**config.mk**
```make
export PLATFORM = sky130hd
export DESIGN_NAME = gx4000_asic_ram_arb_flat
export DESIGN_NICKNAME = d
export VERILOG_FILES = /design/src/rtl/gx4000_asic_pkg.sv /design/src/rtl/gx4000_asic_ram_arb_if.sv /design/src/rtl/gx4000_asic_rdpipe.sv /design/src/rtl/gx4000_asic_ram_arb.sv /design/src/flat_wrapper.sv
export SDC_FILE = /design/constraint.sdc
export NUM_CORES = 1
export LEC_CHECK = 0
export BUFFER_PORTS_ARGS = -buffer_cell sky130_fd_sc_hd__buf_2
export CORE_ASPECT_RATIO = 0.5
export CORE_MARGIN = 4
export CORE_UTILIZATION = 45
export CTS_CLUSTER_SIZE = 40
export DETAILED_ROUTE_END_ITERATION = 16
export PLACE_DENSITY = 0.77
export SLEW_MARGIN = 20
export SYNTH_ARGS = -nofsm -noshare
export SYNTH_HDL_FRONTEND = slang
export SYNTH_SLANG_ARGS = --single-unit
```
**constraint.sdc**
```tcl
create_clock -name clk_sys -period 3 [get_ports clk_sys]
set_input_delay 0.45 -clock clk_sys [delete_from_list [all_inputs] [get_ports clk_sys]]
set_output_delay 0.45 -clock clk_sys [all_outputs]
set_load 0.005 [all_outputs]
```
**src/rtl/gx4000_asic_pkg.sv**
```systemverilog
// Shared types for the Plus ASIC RAM arbiter slice.
// Address width, requester owner tags, round-robin state.
package gx4000_asic_pkg;

  localparam int ASIC_RAM_AW = 14;

  // CPU is forced ahead of sprites after this many denied cycles
  localparam int STARVE_LIMIT = 4;

  typedef enum logic [1:0] {
    REQ_NONE,
    REQ_SPR,
    REQ_DMA,
    REQ_CPU
  } req_owner_t;

  typedef enum logic {
    RR_DMA,
    RR_CPU
  } rr_t;

endpackage

```
**src/rtl/gx4000_asic_ram_arb_if.sv**
```systemverilog
// Requester and RAM-command bus of the ASIC RAM arbiter.
// master: requesters + RAM storage side; slave: the arbiter.
interface gx4000_asic_ram_arb_if;
  import gx4000_asic_pkg::*;

  logic                   spr_req;
  logic [ASIC_RAM_AW-1:0] spr_addr;
  logic                   spr_gnt;
  logic                   spr_rvalid;
  logic [7:0]             spr_rdata;

  logic                   dma_req;
  logic [ASIC_RAM_AW-1:0] dma_addr;
  logic                   dma_gnt;
  logic                   dma_rvalid;
  logic [7:0]             dma_rdata;

  logic                   cpu_req;
  logic                   cpu_we;
  logic [ASIC_RAM_AW-1:0] cpu_addr;
  logic [7:0]             cpu_wdata;
  logic                   cpu_gnt;
  logic                   cpu_rvalid;
  logic [7:0]             cpu_rdata;
  logic                   cpu_wait;

  logic [ASIC_RAM_AW-1:0] ram_addr;
  logic                   ram_rd;
  logic                   ram_wr;
  logic [7:0]             ram_din;
  logic [7:0]             ram_q;

  modport master (
    output spr_req, spr_addr,
    input  spr_gnt, spr_rvalid, spr_rdata,
    output dma_req, dma_addr,
    input  dma_gnt, dma_rvalid, dma_rdata,
    output cpu_req, cpu_we, cpu_addr, cpu_wdata,
    input  cpu_gnt, cpu_rvalid, cpu_rdata, cpu_wait,
    input  ram_addr, ram_rd, ram_wr, ram_din,
    output ram_q
  );

  modport slave (
    input  spr_req, spr_addr,
    output spr_gnt, spr_rvalid, spr_rdata,
    input  dma_req, dma_addr,
    output dma_gnt, dma_rvalid, dma_rdata,
    input  cpu_req, cpu_we, cpu_addr, cpu_wdata,
    output cpu_gnt, cpu_rvalid, cpu_rdata, cpu_wait,
    output ram_addr, ram_rd, ram_wr, ram_din,
    input  ram_q
  );

endinterface

```
**src/rtl/gx4000_asic_rdpipe.sv**
```systemverilog
// Two-stage owner-tag pipeline and read-data demux.
// Ports: clk_i, rst_i, tag_i (issue tag), q_i (RAM data), per-requester rvalid/rdata.
module gx4000_asic_rdpipe
  import gx4000_asic_pkg::*;
(
  input  logic       clk_i,
  input  logic       rst_i,
  input  req_owner_t tag_i,
  input  logic [7:0] q_i,
  output logic       spr_rvalid_o,
  output logic [7:0] spr_rdata_o,
  output logic       dma_rvalid_o,
  output logic [7:0] dma_rdata_o,
  output logic       cpu_rvalid_o,
  output logic [7:0] cpu_rdata_o
);

  req_owner_t tag1_q;
  req_owner_t tag2_q;
  logic [7:0] spr_hold_q;
  logic [7:0] dma_hold_q;
  logic [7:0] cpu_hold_q;

  always_ff @(posedge clk_i or posedge rst_i) begin
    if (rst_i) begin
      tag1_q     <= REQ_NONE;
      tag2_q     <= REQ_NONE;
      spr_hold_q <= '0;
      dma_hold_q <= '0;
      cpu_hold_q <= '0;
    end else begin
      tag1_q <= tag_i;
      tag2_q <= tag1_q;
      if (spr_rvalid_o) spr_hold_q <= q_i;
      if (dma_rvalid_o) dma_hold_q <= q_i;
      if (cpu_rvalid_o) cpu_hold_q <= q_i;
    end
  end

  assign spr_rvalid_o = (tag2_q == REQ_SPR);
  assign dma_rvalid_o = (tag2_q == REQ_DMA);
  assign cpu_rvalid_o = (tag2_q == REQ_CPU);

  // RAM data lands in the rvalid cycle; the hold regs keep it afterwards
  assign spr_rdata_o = spr_rvalid_o ? q_i : spr_hold_q;
  assign dma_rdata_o = dma_rvalid_o ? q_i : dma_hold_q;
  assign cpu_rdata_o = cpu_rvalid_o ? q_i : cpu_hold_q;

endmodule

```
**src/rtl/gx4000_asic_ram_arb.sv**
```systemverilog
// Plus ASIC RAM arbiter: sprite > DMA/CPU round-robin, registered RAM command.
// Ports: clk_sys, reset, plus_mode, bus (slave). Option macro: GX4000_ARB_STARVE_EN.
module gx4000_asic_ram_arb
  import gx4000_asic_pkg::*;
(
  input  logic                 clk_sys,
  input  logic                 reset,
  input  logic                 plus_mode,
  gx4000_asic_ram_arb_if.slave bus
);

  logic gnt_spr;
  logic gnt_dma;
  logic gnt_cpu;
  logic starve_ovr;

  rr_t                    rr_q;
  rr_t                    rr_d;
  logic [ASIC_RAM_AW-1:0] addr_q;
  logic [ASIC_RAM_AW-1:0] addr_d;
  logic                   rd_q;
  logic                   wr_q;
  logic [7:0]             din_q;
  logic [7:0]             din_d;
  req_owner_t             tag;

`ifdef GX4000_ARB_STARVE_EN
  logic [2:0] starve_q;
  logic [2:0] starve_d;

  always_comb begin
    starve_d = starve_q;
    if (!bus.cpu_req || gnt_cpu)
      starve_d = '0;
    else if (starve_q != 3'(STARVE_LIMIT))
      starve_d = starve_q + 3'd1;
  end

  always_ff @(posedge clk_sys or posedge reset) begin
    if (reset) starve_q <= '0;
    else       starve_q <= starve_d;
  end

  assign starve_ovr = (starve_q == 3'(STARVE_LIMIT));
`else
  assign starve_ovr = 1'b0;
`endif

  // Grants are gated by reset so they drop with it asynchronously
  always_comb begin
    gnt_spr = 1'b0;
    gnt_dma = 1'b0;
    gnt_cpu = 1'b0;
    if (plus_mode && !reset) begin
      if (starve_ovr && bus.cpu_req)
        gnt_cpu = 1'b1;
      else if (bus.spr_req)
        gnt_spr = 1'b1;
      else if (bus.dma_req && bus.cpu_req) begin
        if (rr_q == RR_DMA) gnt_cpu = 1'b1;
        else                gnt_dma = 1'b1;
      end else if (bus.dma_req)
        gnt_dma = 1'b1;
      else if (bus.cpu_req)
        gnt_cpu = 1'b1;
    end
  end

  // Writes carry no tag: they never return data
  always_comb begin
    tag    = REQ_NONE;
    addr_d = addr_q;
    din_d  = din_q;
    rr_d   = rr_q;
    unique case (1'b1)
      gnt_spr: begin
        tag    = REQ_SPR;
        addr_d = bus.spr_addr;
      end
      gnt_dma: begin
        tag    = REQ_DMA;
        addr_d = bus.dma_addr;
        rr_d   = RR_DMA;
      end
      gnt_cpu: begin
        tag    = bus.cpu_we ? REQ_NONE : REQ_CPU;
        addr_d = bus.cpu_addr;
        rr_d   = RR_CPU;
        if (bus.cpu_we) din_d = bus.cpu_wdata;
      end
      default: ;
    endcase
  end

  always_ff @(posedge clk_sys or posedge reset) begin
    if (reset) begin
      addr_q <= '0;
      rd_q   <= 1'b0;
      wr_q   <= 1'b0;
      din_q  <= '0;
      rr_q   <= RR_DMA;
    end else begin
      addr_q <= addr_d;
      rd_q   <= gnt_spr | gnt_dma | (gnt_cpu & ~bus.cpu_we);
      wr_q   <= gnt_cpu & bus.cpu_we;
      din_q  <= din_d;
      rr_q   <= rr_d;
    end
  end

  gx4000_asic_rdpipe u_rdpipe (
    .clk_i        (clk_sys),
    .rst_i        (reset),
    .tag_i        (tag),
    .q_i          (bus.ram_q),
    .spr_rvalid_o (bus.spr_rvalid),
    .spr_rdata_o  (bus.spr_rdata),
    .dma_rvalid_o (bus.dma_rvalid),
    .dma_rdata_o  (bus.dma_rdata),
    .cpu_rvalid_o (bus.cpu_rvalid),
    .cpu_rdata_o  (bus.cpu_rdata)
  );

  assign bus.spr_gnt  = gnt_spr;
  assign bus.dma_gnt  = gnt_dma;
  assign bus.cpu_gnt  = gnt_cpu;
  assign bus.cpu_wait = bus.cpu_req & ~gnt_cpu;
  assign bus.ram_addr = addr_q;
  assign bus.ram_rd   = rd_q;
  assign bus.ram_wr   = wr_q;
  assign bus.ram_din  = din_q;

endmodule
```
**src/flat_wrapper.sv**
```systemverilog
// flat-port wrapper written by rule: the top's interface ports become plain ports
module gx4000_asic_ram_arb_flat import gx4000_asic_pkg::*;
  (clk_sys, reset, plus_mode, bus_spr_req, bus_spr_addr, bus_spr_gnt, bus_spr_rvalid, bus_spr_rdata, bus_dma_req, bus_dma_addr, bus_dma_gnt, bus_dma_rvalid, bus_dma_rdata, bus_cpu_req, bus_cpu_we, bus_cpu_addr, bus_cpu_wdata, bus_cpu_gnt, bus_cpu_rvalid, bus_cpu_rdata, bus_cpu_wait, bus_ram_addr, bus_ram_rd, bus_ram_wr, bus_ram_din, bus_ram_q);
  gx4000_asic_ram_arb_if bus_i ();
  input  logic clk_sys;
  input  logic reset;
  input  logic plus_mode;
  input wire logic [$bits(bus_i.spr_req)-1:0] bus_spr_req;
  input wire logic [$bits(bus_i.spr_addr)-1:0] bus_spr_addr;
  output wire logic [$bits(bus_i.spr_gnt)-1:0] bus_spr_gnt;
  output wire logic [$bits(bus_i.spr_rvalid)-1:0] bus_spr_rvalid;
  output wire logic [$bits(bus_i.spr_rdata)-1:0] bus_spr_rdata;
  input wire logic [$bits(bus_i.dma_req)-1:0] bus_dma_req;
  input wire logic [$bits(bus_i.dma_addr)-1:0] bus_dma_addr;
  output wire logic [$bits(bus_i.dma_gnt)-1:0] bus_dma_gnt;
  output wire logic [$bits(bus_i.dma_rvalid)-1:0] bus_dma_rvalid;
  output wire logic [$bits(bus_i.dma_rdata)-1:0] bus_dma_rdata;
  input wire logic [$bits(bus_i.cpu_req)-1:0] bus_cpu_req;
  input wire logic [$bits(bus_i.cpu_we)-1:0] bus_cpu_we;
  input wire logic [$bits(bus_i.cpu_addr)-1:0] bus_cpu_addr;
  input wire logic [$bits(bus_i.cpu_wdata)-1:0] bus_cpu_wdata;
  output wire logic [$bits(bus_i.cpu_gnt)-1:0] bus_cpu_gnt;
  output wire logic [$bits(bus_i.cpu_rvalid)-1:0] bus_cpu_rvalid;
  output wire logic [$bits(bus_i.cpu_rdata)-1:0] bus_cpu_rdata;
  output wire logic [$bits(bus_i.cpu_wait)-1:0] bus_cpu_wait;
  output wire logic [$bits(bus_i.ram_addr)-1:0] bus_ram_addr;
  output wire logic [$bits(bus_i.ram_rd)-1:0] bus_ram_rd;
  output wire logic [$bits(bus_i.ram_wr)-1:0] bus_ram_wr;
  output wire logic [$bits(bus_i.ram_din)-1:0] bus_ram_din;
  input wire logic [$bits(bus_i.ram_q)-1:0] bus_ram_q;
  assign bus_i.spr_req = bus_spr_req;
  assign bus_i.spr_addr = bus_spr_addr;
  assign bus_spr_gnt = bus_i.spr_gnt;
  assign bus_spr_rvalid = bus_i.spr_rvalid;
  assign bus_spr_rdata = bus_i.spr_rdata;
  assign bus_i.dma_req = bus_dma_req;
  assign bus_i.dma_addr = bus_dma_addr;
  assign bus_dma_gnt = bus_i.dma_gnt;
  assign bus_dma_rvalid = bus_i.dma_rvalid;
  assign bus_dma_rdata = bus_i.dma_rdata;
  assign bus_i.cpu_req = bus_cpu_req;
  assign bus_i.cpu_we = bus_cpu_we;
  assign bus_i.cpu_addr = bus_cpu_addr;
  assign bus_i.cpu_wdata = bus_cpu_wdata;
  assign bus_cpu_gnt = bus_i.cpu_gnt;
  assign bus_cpu_rvalid = bus_i.cpu_rvalid;
  assign bus_cpu_rdata = bus_i.cpu_rdata;
  assign bus_cpu_wait = bus_i.cpu_wait;
  assign bus_ram_addr = bus_i.ram_addr;
  assign bus_ram_rd = bus_i.ram_rd;
  assign bus_ram_wr = bus_i.ram_wr;
  assign bus_ram_din = bus_i.ram_din;
  assign bus_i.ram_q = bus_ram_q;
  gx4000_asic_ram_arb u_core (.clk_sys(clk_sys), .reset(reset), .plus_mode(plus_mode), .bus(bus_i));
endmodule
```
* After elaboration in Yosys (flattened, before gate mapping)
Cells that the tools add are included.
** Word-level totals
- Flip-flop bits (word level) :: 53
- Input bits :: 65
- Logic and storage cells :: 46
** Operators by class
- Equality and inequality tests :: 3
- Mux-type cells :: 20
- Bitwise gates (word level) :: 7
- Reduce and logical (&&, ||, !) cells :: 6
** Operators with widths (number)
- $pmux 14 s3 :: 1
- $mux 8 :: 3
- $mux 1 :: 13
- $pmux 2 s3 :: 1
- $eq 2x2->1 const B :: 2
- $and 1x1->1 :: 3
- $reduce_bool 3->1 :: 1
- $eq 2x1->1 const B :: 1
- $logic_and 1x1->1 :: 2
- $mux 2 :: 1
- $not 1->1 :: 2
- $or 1x1->1 :: 2
- $pmux 1 s2 :: 1
- $reduce_and 2->1 :: 1
- $reduce_bool 2->1 :: 1
- $logic_not 1->1 :: 1

* Depth between registers and ports, before layout
- Word-level depth :: 7
- Mapped depth :: 6
- Depth with buffers taken out :: 3

* By module
A second synthesis with hierarchy kept.
** Second synthesis, totals
- Cells, all modules :: 187
- Area, all modules :: 2374.8 um2
** Modules (own cells, without submodules)
- gx4000_asic_ram_arb :: instances 1, cells an instance 126, area an instance 1287.5 um2
- gx4000_asic_rdpipe :: instances 1, cells an instance 61, area an instance 1087.3 um2

* Least setup slack after synthesis
OpenSTA, ideal clock, no wires.
- Kind :: in2out
- Start :: input port reset
- End :: output port bus_dma_gnt
- Arrival time :: 2012 ps
- Required time :: 2550 ps
- Slack :: 538 ps
- Stages :: 3
- Path buffers :: 0
- Path through :: inv_1 -> nand2_1 -> nor2_1
** Between the ends
- Cells in the longest elaborated chain, start to end :: 3
** Ends and longest elaborated chain
- start, declared :: RTL line flat_wrapper.sv:6 : input logic reset;
- $logic_not 1->1 (no line)
- $logic_and 1x1->1 :: RTL line gx4000_asic_ram_arb.sv:54 : if (plus_mode && !reset) begin
- $mux 1 :: RTL line gx4000_asic_ram_arb.sv:54
- end, declared :: RTL line flat_wrapper.sv:15 : output wire logic [$bits(bus_i.dma_gnt)-1:0] bus_dma_gnt;
Every way passes these cells.

* Worst setup path after layout
- Start :: register u_core.u_rdpipe.tag2_q[1]
- End :: output port bus_spr_rdata[7]
** Between the ends
- Cells in the longest elaborated chain, start to end :: 2
** Ends and longest elaborated chain
- start, declared :: RTL line gx4000_asic_rdpipe.sv:19 : req_owner_t tag2_q;
- start signal, assigned :: RTL line gx4000_asic_rdpipe.sv:33 : tag2_q <= tag1_q;
- $eq 2x1->1 :: RTL line gx4000_asic_rdpipe.sv:40 : assign spr_rvalid_o = (tag2_q == REQ_SPR);
- $mux 8
- end, declared :: RTL line flat_wrapper.sv:12 : output wire logic [$bits(bus_i.spr_rdata)-1:0] bus_spr_rdata;
Every way passes these cells.

==> impl_metrics.ini <==
[critical_path]
crit_required_ns = 2.55
worstPathArrival_ns = 1.80
critical_path.reg2reg.startpoint = u_core.u_rdpipe.tag2_q[1]$_DFF_PP0_
setup.worst_path.end_class = output pin
crit_type = flop to output pin
crit_family = flip-flops
crit-reg2reg-capture = u_core.u_rdpipe.spr_hold_q[0]$_DFF_PP0_
critical_path_cell_count = 4
path_cells = nor2b_1, buf_4, mux2_2, buf_2
r2r_cells = 3
critical_path.endpoint = bus_spr_rdata[7]
crit_slowest_cell = sky130_fd_sc_hd__dfrtp_1
timing.critical_path.buf_inv = 2
r2r_setup_slack_ns = 1.52
critical_path_launch_point = u_core.u_rdpipe.tag2_q[1]$_DFF_PP0_
critPathMaxFanout = 5
max_stage_delay_ns = 0.40
startpoint_type = flop

[pwr]
overall_power_consumption_mw = 1.78
p_sw_mw = 0.508
switching_share_of_power_pct = 28.6
worst_vdd_ir_v = 0.000234
clockPowerShare_pct = 22.4
share_seq_of_total_power_pct = 51.2
internal-power_mw = 1.27
power_frac_comb_pct = 26.4
power_density_mw_per_mm2 = 590
power.leakage_nw = 1.48

[timing]
achievable-frequency_ghz = 0.445
setup_skew_ns = 0.00410
setup_tns_ns = 0
slew_violations = 0
finalCriticalPeriod_ns = 2.25
timing.max_slew.rel_slack_pct = 56.6
worst-slew-pin-transition_ns = 0.651
layout_worst_path_cycle_share_pct = 74.9
rsz0062_at_grt = false
hold-worst-slack_ns = 0.345
hold_viol = 0
final-setup-viol-count = 0

[clock_tree]
clock_latency_of_the_later_clocked_register_in_the_worst_skew_pair_ns = 0.30
cts_resized = 0
cts_buffers = 5
cts_root_buffer_type = sky130_fd_sc_hd__clkbuf_8
max-clock-path-buffers = 2
post-cts-setup-buffer-count = 0
path_clk_slew_ns = 0.09
cts_tree = yes
htree_num_levels = 2
post_cts_hold_buffer_count = 0
cts.sink_count = 53

[global_route]
globalRouteMet2Util_pct = 34.0
grt_first_pass_wirelength_um = 9260
pin_count_of_the_biggest_net_entering_global_routing = 54
number_of_antenna_violations_at_the_first_check_in_global_routing = 0
top_usage_layer = met2
via_count_of_the_first_global_routing_pass = 1997
grt.met3_usage_pct = 4.12
use_met1_pct = 22.1
globalRouteTotalUtil_pct = 18.5
gr-total-overflow = 0

[floorplanning]
design.die.area_mm2 = 0.00631
initial_core_util_pct = 48.9
floorplan.die.width_um = 108
core_mm2 = 0.00464
io-pin-count = 120
die_h_um = 58.2
placementRows = 17

[placement]
buffer_ports.inserted = 119
post-dp-hpwl_um = 4320
finalWeightedCongestion = 0.772
dpl-instance-area_mm2 = 0.00293

[synthesis]
ys_seq_elements = 53
synth_area_per_cell_um2 = 12.4
synthesis.nets = 248
synth.distinct_cells = 22
synth-seq-area-share_pct = 58.4
yosys_warnings = 0
netlist_area_mm2 = 0.00227
synthCells = 183

[detailed_routing]
drcViolationCount = 0
drt_first_pass_iters = 4
post_drt_via_cell_ratio = 5.35
routed-via-count = 1962
detailedRoute.firstIterationViolations = 76
final_antenna_net_count = 0
avgRoutedWirePerCell_um = 15.8
route.final.wire_length_um = 5810

[finish]
stdcell_area_mm2 = 0.00301
final_core_util_pct = 64.9
layout.cells.most_common = sky130_fd_sc_hd__buf_2
nets = 365
final_cell_mix = 119 x sky130_fd_sc_hd__buf_2, 53 x sky130_fd_sc_hd__dfrtp_1, 32 x sky130_fd_sc_hd__mux2_2, 15 x sky130_fd_sc_hd__a21oi_1
antenna-diode-count = 0
proportion_of_layout_cells_with_a_drive_suffix_above_1_pct = 55.5
layout_overhead_on_the_synthesized_area_pct = 32.7

[outcome]
status = completed

[worst_hold_path]
timing.hold.worst.class = primary input to asynchronous set/reset pin

[flow_run]
max_cap_violations = 0
-- synth_stat cells (all sizes together) --
library cell  instances  area, um2
inv                   5       18.8
and4bb                1       12.5
nand2                 5       18.8
o21bai                1       7.51
nor2                  1       3.75
a21oi                15       75.1
o32a                  1       10.0
o22ai                 2       12.5
a32oi                14        123
clkbuf               10       37.5
and2                  3       21.3
nor2b                 3       18.8
dfrtp                53       1330
or3                   1       6.26
mux2                 32        360
buf                   5       30.0
a31oi                14       87.6
nand3                15       87.6
nand2b                2       12.5
-- metal layers --
metal,routed length [um],part of all wire [%]
met5,0,0
met4,44,0.76
met3,442,7.6
met2,3010,52
met1,2310,40
-- how the worst min path moves through the flow --
stage / slack [ns] / start / cells after the start / to
2_1_floorplan: 0.33 / u_core.u_rdpipe.tag1_q[0]$_DFF_PP0_ / 0 / u_core.u_rdpipe.tag2_q[0]$_DFF_PP0_
3_3_place_gp: 0.34 / u_core.u_rdpipe.tag1_q[0]$_DFF_PP0_ / 0 / u_core.u_rdpipe.tag2_q[0]$_DFF_PP0_
3_5_place_dp: 0.34 / u_core.u_rdpipe.tag1_q[0]$_DFF_PP0_ / 0 / u_core.u_rdpipe.tag2_q[0]$_DFF_PP0_
4_1_cts: 0.36 / u_core.u_rdpipe.tag1_q[0]$_DFF_PP0_ / 0 / u_core.u_rdpipe.tag2_q[0]$_DFF_PP0_
5_1_grt: 0.37 / u_core.u_rdpipe.tag1_q[0]$_DFF_PP0_ / 0 / u_core.u_rdpipe.tag2_q[0]$_DFF_PP0_
6_report: 0.34 / reset / 3 / u_core.bus.ram_addr[12]$_DFFE_PP0P_
-- metrics by stage --
step	cells	setup WS, ns
finish	367	0.753
global route	367	0.662
CTS	367	0.733
detailed placement	359	0.917
global placement	359	0.955
floorplan	183	0.538
-- kinds of logic after synthesis --
| logic type | synth area share [%] |
|---|---|
| flops | 58.4 |
| compound gates | 13.9 |
| mux | 15.9 |
| simple gates | 7.99 |
| buf+inv | 3.80 |
-- cell type report --
class | count | area, um2
Clock inverter | 2 | 13.8
Inverter | 5 | 18.8
Tap cell | 66 | 82.6
Clock buffer | 6 | 72.6
Sequential cell | 53 | 1330
Fill cell | 384 | 1630
Timing Repair Buffer | 125 | 641
Multi-Input combinational cell | 110 | 857
-- sequential cells by signal, summed over array words and instances, names as in the netlist --
| signal | count |
|---|---|
| u_core.bus.ram_addr | 14 |
| u_core.bus.ram_din | 8 |
| u_core.u_rdpipe.cpu_hold_q | 8 |
| u_core.u_rdpipe.dma_hold_q | 8 |
| u_core.u_rdpipe.spr_hold_q | 8 |
| u_core.u_rdpipe.tag1_q | 2 |
| u_core.u_rdpipe.tag2_q | 2 |
| u_core.bus.ram_rd | 1 |
| u_core.bus.ram_wr | 1 |
| u_core.rr_q | 1 |
-- power by group through the flow --
stage / combinational [mW] / clock (mW) / sequential (mW)
3_3_place_gp: 0.463 / 0 / 0.914
4_1_cts: 0.475 / 0.402 / 0.909
3_5_place_dp: 0.474 / 0 / 0.924
5_1_grt: 0.519 / 0.435 / 0.924
6_report: 0.469 / 0.398 / 0.909
2_1_floorplan: 0.234 / 0 / 0.918
-- worst register-to-register path, cell delays in order (launching register included) --
cell and delay, ns:
sky130_fd_sc_hd__dfrtp_1 0.40, sky130_fd_sc_hd__nor2b_1 0.38, sky130_fd_sc_hd__buf_4 0.23, sky130_fd_sc_hd__mux2_2 0.35
No activity file was read; power rests on OpenSTA's default activity.
